<file path="src/rtl/fetch_queue_pkg.sv">
// Shared constants and types for the instruction fetch queue.
//   FQ_NOP              : instruction presented to decode when nothing is valid
//   FQ_DEFAULT_RESET_PC : default first fetch address after reset
//   FQ_DEFAULT_DEPTH    : default number of queue entries
//   fq_entry_t          : one queued {address, instruction} pair
package fetch_queue_pkg;

  localparam logic [31:0] FQ_NOP              = 32'h0000_0000;
  localparam logic [31:0] FQ_DEFAULT_RESET_PC = 32'h0000_0000;
  localparam int unsigned FQ_DEFAULT_DEPTH    = 4;

  typedef struct packed {
    logic [31:0] addr;
    logic [31:0] inst;
  } fq_entry_t;

endpackage

</file>
<file path="src/rtl/fetch_fifo.sv">
// Synchronous FIFO holding fetched {address, instruction} entries.
// All state updates on the falling clock edge.
//   clk, reset      : clock, synchronous active-high reset
//   flush           : empties the FIFO; dominates push and pop
//   push, push_data : write one entry at the tail
//   pop             : drop the head entry (ignored when empty)
//   head            : entry at the head of the FIFO
//   empty, count    : occupancy status
module fetch_fifo
  import fetch_queue_pkg::*;
#(
  parameter int unsigned DEPTH = FQ_DEFAULT_DEPTH,
  localparam int unsigned AW   = $clog2(DEPTH),
  localparam int unsigned CW   = AW + 1
) (
  input  logic            clk,
  input  logic            reset,
  input  logic            flush,
  input  logic            push,
  input  fq_entry_t       push_data,
  input  logic            pop,
  output fq_entry_t       head,
  output logic            empty,
  output logic [CW-1:0]   count
);

  fq_entry_t         mem_q [DEPTH];
  fq_entry_t         mem_d [DEPTH];
  logic [AW-1:0]     rd_ptr_q, rd_ptr_d;
  logic [AW-1:0]     wr_ptr_q, wr_ptr_d;
  logic [CW-1:0]     count_q,  count_d;
  logic              push_ok, pop_ok;

  assign empty   = (count_q == '0);
  assign count   = count_q;
  assign head    = mem_q[rd_ptr_q];
  assign push_ok = push && !flush;
  assign pop_ok  = pop && !flush && !empty;

  always_comb begin
    mem_d    = mem_q;
    rd_ptr_d = rd_ptr_q;
    wr_ptr_d = wr_ptr_q;
    count_d  = count_q;
    if (flush) begin
      rd_ptr_d = '0;
      wr_ptr_d = '0;
      count_d  = '0;
    end else begin
      if (push_ok) begin
        mem_d[wr_ptr_q] = push_data;
        wr_ptr_d        = wr_ptr_q + 1'b1;
      end
      if (pop_ok) begin
        rd_ptr_d = rd_ptr_q + 1'b1;
      end
      case ({push_ok, pop_ok})
        2'b10:   count_d = count_q + 1'b1;
        2'b01:   count_d = count_q - 1'b1;
        default: count_d = count_q;
      endcase
    end
  end

  always_ff @(negedge clk) begin
    if (reset) begin
      rd_ptr_q <= '0;
      wr_ptr_q <= '0;
      count_q  <= '0;
    end else begin
      rd_ptr_q <= rd_ptr_d;
      wr_ptr_q <= wr_ptr_d;
      count_q  <= count_d;
    end
  end

  // Storage needs no reset; occupancy is tracked by the pointers.
  always_ff @(negedge clk) begin
    mem_q <= mem_d;
  end

endmodule

</file>
<file path="src/rtl/fetch_queue.sv">
// Instruction fetch front end: issues sequential word fetches to instruction
// memory, queues the one-cycle-latency responses and presents the oldest one
// to decode. A decode redirect flushes the queue and restarts fetch.
// All state updates on the falling clock edge.
//   clk, reset                : clock, synchronous active-high reset
//   imem_req, imem_addr       : fetch request and word-aligned address
//   imem_rdata                : instruction returned one cycle after request
//   stall_id                  : decode cannot accept the head this cycle
//   redirect, redirect_pc     : taken branch/jump and its target
//   inst_id, pc_plus_four_id  : head instruction and its address + 4
//   inst_valid_id             : head outputs are meaningful
//   queue_count               : occupied queue entries
module fetch_queue
  import fetch_queue_pkg::*;
#(
  parameter int unsigned DEPTH    = FQ_DEFAULT_DEPTH,
  parameter logic [31:0] RESET_PC = FQ_DEFAULT_RESET_PC,
  localparam int unsigned CW      = $clog2(DEPTH) + 1
) (
  input  logic          clk,
  input  logic          reset,
  output logic          imem_req,
  output logic [31:0]   imem_addr,
  input  logic [31:0]   imem_rdata,
  input  logic          stall_id,
  input  logic          redirect,
  input  logic [31:0]   redirect_pc,
  output logic [31:0]   inst_id,
  output logic [31:0]   pc_plus_four_id,
  output logic          inst_valid_id,
  output logic [CW-1:0] queue_count
);

  if (DEPTH < 2 || (DEPTH & (DEPTH - 1)) != 0) begin : g_bad_depth
    $error("fetch_queue: DEPTH must be a power of two of at least 2");
  end

  localparam logic [CW:0] DEPTH_L = (CW + 1)'(DEPTH);

  logic [31:0]   fetch_pc_q, fetch_pc_d;
  logic          inflight_q, inflight_d;
  logic [31:0]   inflight_addr_q, inflight_addr_d;

  logic          fifo_flush, fifo_push, fifo_pop, fifo_empty;
  fq_entry_t     fifo_head, fifo_push_data;
  logic [CW-1:0] fifo_count;
  logic [CW:0]   occupancy;

  // Counting the in-flight response against capacity means a granted
  // request always has a free slot when its data returns.
  assign occupancy = {1'b0, fifo_count} + {{CW{1'b0}}, inflight_q};
  assign imem_req  = !reset && !redirect && (occupancy < DEPTH_L);
  assign imem_addr = fetch_pc_q;

  assign inst_valid_id   = !reset && !fifo_empty;
  assign inst_id         = inst_valid_id ? fifo_head.inst : FQ_NOP;
  assign pc_plus_four_id = inst_valid_id ? fifo_head.addr + 32'd4 : '0;
  assign queue_count     = reset ? '0 : fifo_count;

  // Reset and redirect both discard queued and returning instructions.
  assign fifo_flush          = reset || redirect;
  assign fifo_push           = inflight_q;
  assign fifo_pop            = inst_valid_id && !stall_id;
  assign fifo_push_data.addr = inflight_addr_q;
  assign fifo_push_data.inst = imem_rdata;

  always_comb begin
    fetch_pc_d      = fetch_pc_q;
    inflight_d      = imem_req;
    inflight_addr_d = inflight_addr_q;
    if (reset) begin
      fetch_pc_d = RESET_PC;
    end else if (redirect) begin
      fetch_pc_d = redirect_pc & 32'hFFFF_FFFC;
    end else if (imem_req) begin
      fetch_pc_d      = fetch_pc_q + 32'd4;
      inflight_addr_d = fetch_pc_q;
    end
  end

  always_ff @(negedge clk) begin
    if (reset) begin
      fetch_pc_q      <= RESET_PC;
      inflight_q      <= 1'b0;
      inflight_addr_q <= '0;
    end else begin
      fetch_pc_q      <= fetch_pc_d;
      inflight_q      <= inflight_d;
      inflight_addr_q <= inflight_addr_d;
    end
  end

  fetch_fifo #(
    .DEPTH (DEPTH)
  ) u_fifo (
    .clk       (clk),
    .reset     (reset),
    .flush     (fifo_flush),
    .push      (fifo_push),
    .push_data (fifo_push_data),
    .pop       (fifo_pop),
    .head      (fifo_head),
    .empty     (fifo_empty),
    .count     (fifo_count)
  );

endmodule

</file>
<file path="config.mk">
export PLATFORM = sky130hd
export DESIGN_NAME = fetch_queue
export DESIGN_NICKNAME = d
export VERILOG_FILES = /design/src/rtl/fetch_queue_pkg.sv /design/src/rtl/fetch_fifo.sv /design/src/rtl/fetch_queue.sv
export SDC_FILE = /design/constraint.sdc
export NUM_CORES = 1
export LEC_CHECK = 0
export BUFFER_PORTS_ARGS = -buffer_cell sky130_fd_sc_hd__buf_2
export CAP_MARGIN = 30
export CORE_ASPECT_RATIO = 1.25
export CORE_MARGIN = 2
export CORE_UTILIZATION = 60
export CTS_BUF_LIST = sky130_fd_sc_hd__clkbuf_4
export DETAILED_ROUTE_END_ITERATION = 8
export PLACE_DENSITY = 0.92
export SLEW_MARGIN = 20
export SYNTH_ARGS = -nofsm -noshare
export SYNTH_HDL_FRONTEND = slang
export SYNTH_SLANG_ARGS = --single-unit
export TNS_END_PERCENT = 10
</file>
<file path="constraint.sdc">
create_clock -name clk -period 7.3 [get_ports clk]
set_input_delay 0 -clock clk [delete_from_list [all_inputs] [get_ports clk]]
set_output_delay 0 -clock clk [all_outputs]
set_load 0.05 [all_outputs]
</file>
* Word level (Yosys, flattened, before mapping)
Cells that the tools add are included.
Cells by class: $add $sub $neg 7, magnitude comparators 4, eq/ne operators 2, mux-type cells 12, bitwise gates (word level) 4, reduce and logical (&&, ||, !) cells 21
Operator list (number):
- bitwise mux 256 bit | 1
- two-way mux 64 bit | 3
- binary-select mux 64 bit (select 2 bit) | 1
- demux 64 bit (select 2 bit) | 1
- two-way mux 32 bit | 4
- adder 32 x 3 -> 32 bit (second input constant) | 2
- logical AND 1 bit | 8
- greater-or-equal comparator 3 bit (second input constant) | 2
- inverter 2 -> 3 bit | 2
- case mux 3 bit (2 select lines) | 1
- logical NOT 1 bit | 5
- adder 2 x 1 -> 2 bit (second input constant) | 2
- adder 3 x 1 -> 4 bit | 1
- less-than comparator 4 x 3 -> 1 bit (second input constant) | 1
- AND reduction 2 bit | 2
- nonzero test 2 bit | 2
- OR reduction 2 bit | 2
- adder 3 x 1 -> 3 bit (second input constant) | 1
- logical NOT 3 bit | 1
- less-than comparator 3 x 1 -> 1 bit (second input constant) | 1
- two-way mux 3 bit | 1
- subtractor 3 x 1 -> 3 bit (second input constant) | 1
- equality test 2 x 1 -> 1 bit (second input constant) | 1
- equality test 2 bit (second input constant) | 1
- other kinds (2) | 3
Storage, ports and cells: register bits 328, input bits 68, output and inout port bits 101

* Depth between registers and ports, before layout
depth in word-level cells 8, gate-level depth with buffers 10, mapped depth without buffers 8

* Hierarchy
Synthesis repeated with hierarchy kept, for this count alone.
Second synthesis, totals: cell total of the unflattened synthesis 929, area, all modules 13599.3 µm²
By module, submodules not included:
- fetch_fifo | instances 1, cells an instance 382, area each 9650.5 µm², sequential area each 7827.5 µm²
- fetch_queue | instances 1, cells an instance 547, area each 3948.8 µm², sequential area each 1221.2 µm²

==> metrics.txt <==
arrival time of the worst setup path 7.03 ns; final layout net count approximately 1500; Layout Cell Area excl Fill 16500 µm²; Core ar. between 20000 and 25000 µm²; Clock Latency Late Sink just over 0.7 ns; Post-Syn Instances 920; first-pass GRT wire length 50.03 mm; ys async rst share 0%; final setup violation count 0; synth top area cells edfxtp_1 56%, dfxtp_1 10%, mux4_2 8.3%; mux contribution to synthesized area 11.00%; Initial DRC Count 752; Area Growth Syn to Fin 23.88%; vias in the first global route ~11000; number of cell rows 60; GRT met2 Usage 47.00%; unique cell type count in the Yosys netlist 56; slowest stage delay, CP 0.59 ns; Synth warnings 0; Synth Area in Simple Gates a little under an eighth; Routed WL per cell 18.38 µm; drt via density 5.653; die area between 20000 and 25000 µm²; Slew @ Worst Pin around 0.97 ns; ant diodes 0; layer with the highest usage met2; dpl hpwl between 15 and 20 mm; Post-DRT Antenna Nets 0; worst hold margin roughly 0.50 ns; Final Hold Vio Count 0; CTS Buf Count 80; Slew headroom 35.40%; gpl congestion 0.8439; global route total overflow 0; layout cells sized above 1 24.41%; met1 Use GR 30.11%; adder-cell share of the synthesized area less than 1%; total power roughly 4.3 mW; most frequent cell after synthesis edfxtp_1; family with the most delay on the worst path simple AND/OR/NAND/NOR gates; complex-gate fraction of the synthesized area 6.238%; placed inst area 14340 µm²; largest net degree at the start of global routing 65; Post-synth EDFFs 248; Worst setup SP type flop; post-synth top area cell edfxtp_1; Worst EP required 7.30 ns; initial core utilization between 60% and 70%; Die Y 170.6 µm; Synth top area share 55.91%; PwrDens 262.0 nW/µm²; met3 usage a little under a tenth; Setup crit end kind output port; Worst-path clk slew 0.05 ns; via count of the routed design 10005; final max-slew violation count 0; post-synthesis average cell area 14.48 µm²; Die X 137.3 µm; worst reg2reg setup slack between 4 and 5 ns; Buf+Inv Stages, Crit Path 1; initial antenna violation count 0; MaxCap Viol Count 0; Worst IR Drop VDD 0.1534 mV; Leak Pwr 7.385 nW; CTS tree yes; prevailing post-synth register cell edfxtp_1; status finished, final reports clean; Residual DRC 0; total track usage 28.06%; hold crit path type reg -> reg; total wire length about 33 mm; I/O pin cnt around 170; Fin Clk Skew 0.05651 ns; clk root buf clkbuf_4; CTS H-tree depth 3; sequential area share after synthesis 66.13%; Synth Register Bits 316; Post-CTS Hold Buffers 0; Post-Syn Area 13320 µm²; Port Buffers 162; RSZ-0062 raised after global routing false; top post-synthesis cells by count 248 x edfxtp_1, 102 x nand2_1, 68 x dfxtp_1, 62 x a21oi_1, 49 x mux4_2; Setup CP Type reg -> out; worst-path fanout max 19; CP max-delay cell dfxtp_4; largest family of logic cells by synthesized area simple AND/OR/NAND/NOR gates; Max Root-Sink Buffers 3; clk sink count 316; TritonRoute pass-1 iters 5; crit-path cells mux4_1, and4_2, nand4_1, or4_1, a21oi_1, buf_2; Setup TNS 0 ns; Post-Synth XOR/XNOR Area 1.315%
[metrics by stage]
stage | std cells | utilization, % | setup slack, ns
CTS | 1770 | 76.03 | 0.01817
global placement | 1324 | 66.10 | 0.7916
floorplan | 923 | - | 0.8442
finish | 1770 | 76.05 | 0.2686
global route | 1770 | 76.05 | 0.1019
detailed placement | 1324 | 66.10 | 0.6539
[area by class of cell]
type	count	area, µm²
Fill cell	1231	5196
Clock buffer	81	608.1
Multi-Input combinational cell	528	4144
Inverter	17	63.81
Timing Repair Buffer	184	988.4
Clock inverter	365	1530
Tap cell	279	349.1
Sequential cell	316	8816
[cell usage in the layout (no fill, tap or decap), types with 4 or more instances in the layout]
master / instances
edfxtp_1: 248
and2_1: 39
or2_2: 4
a31oi_1: 25
ha_1: 7
clkinvlp_2: 10
mux4_1: 12
o31ai_1: 5
xor2_1: 16
nor2_1: 43
clkbuf_4: 81
nand2_1: 102
mux4_2: 49
a22oi_1: 5
conb_1: 4
a21oi_1: 62
or4_1: 8
bufinv_16: 5
inv_1: 363
buf_2: 162
dfxtp_1: 66
and3_2: 7
nor3_1: 10
a32oi_1: 4
or3_1: 13
o21ai_0: 30
and3_1: 4
nand3_1: 15
xnor2_1: 4
buf_4: 21
nand4_1: 16
and4_1: 4
[report_power, final]
group          switching (mW)  internal (mW)
combinational           0.106         0.0444
sequential             0.0247           1.97
clock                    1.22          0.958
total                    1.35           2.97
[path summary, 6_finish.rpt]
check / endpoint / start / depth (start not counted)
setup / recovery: pc_plus_four_id[31] / u_fifo.rd_ptr_q[0] / 6
hold reg to reg: u_fifo.mem_q[118] / inflight_addr_q[22] / 0
hold / removal: u_fifo.mem_q[118] / inflight_addr_q[22] / 0
setup reg to reg: imem_addr[28] / fifo_push / 6
[metal layers]
layer	routed length [µm]	vias to the layer above
li1	-	4614
met1	11680	4747
met2	17170	577
met3	2894	67
met4	797	0
met5	0	-
[logic make-up (layout without fill, tap and decap cells)]
kind of cell	after synthesis	count (layout)
adders and majority gates	8	8
xor gates and xnor gates	20	20
AOI/OAI and AO/OA	144	144
and+or+nand+nor	288	288
buffers and inverters	79	647
muxes	64	64
DFF	316	316
other	1	4
[what timing repair did]
action | in CTS | in global routing
gates resized for setup | 0 | 2
setup endpoints to repair | 4 | 7
endpoints found under the hold margin | 0 | 0
buffers inserted | 1 | 0
gates cloned | 0 | 0
[flip-flops by register name (all words and copies together), names as in the netlist]
name / cells
u_fifo.mem_q: 248
u_fifo.rd_ptr_q: 2
imem_addr: 30
inflight_addr_q: 30
u_fifo.wr_ptr_q: 2
u_fifo.count: 3
fifo_push: 1
Note: power is estimated with default switching activity, not from simulation.
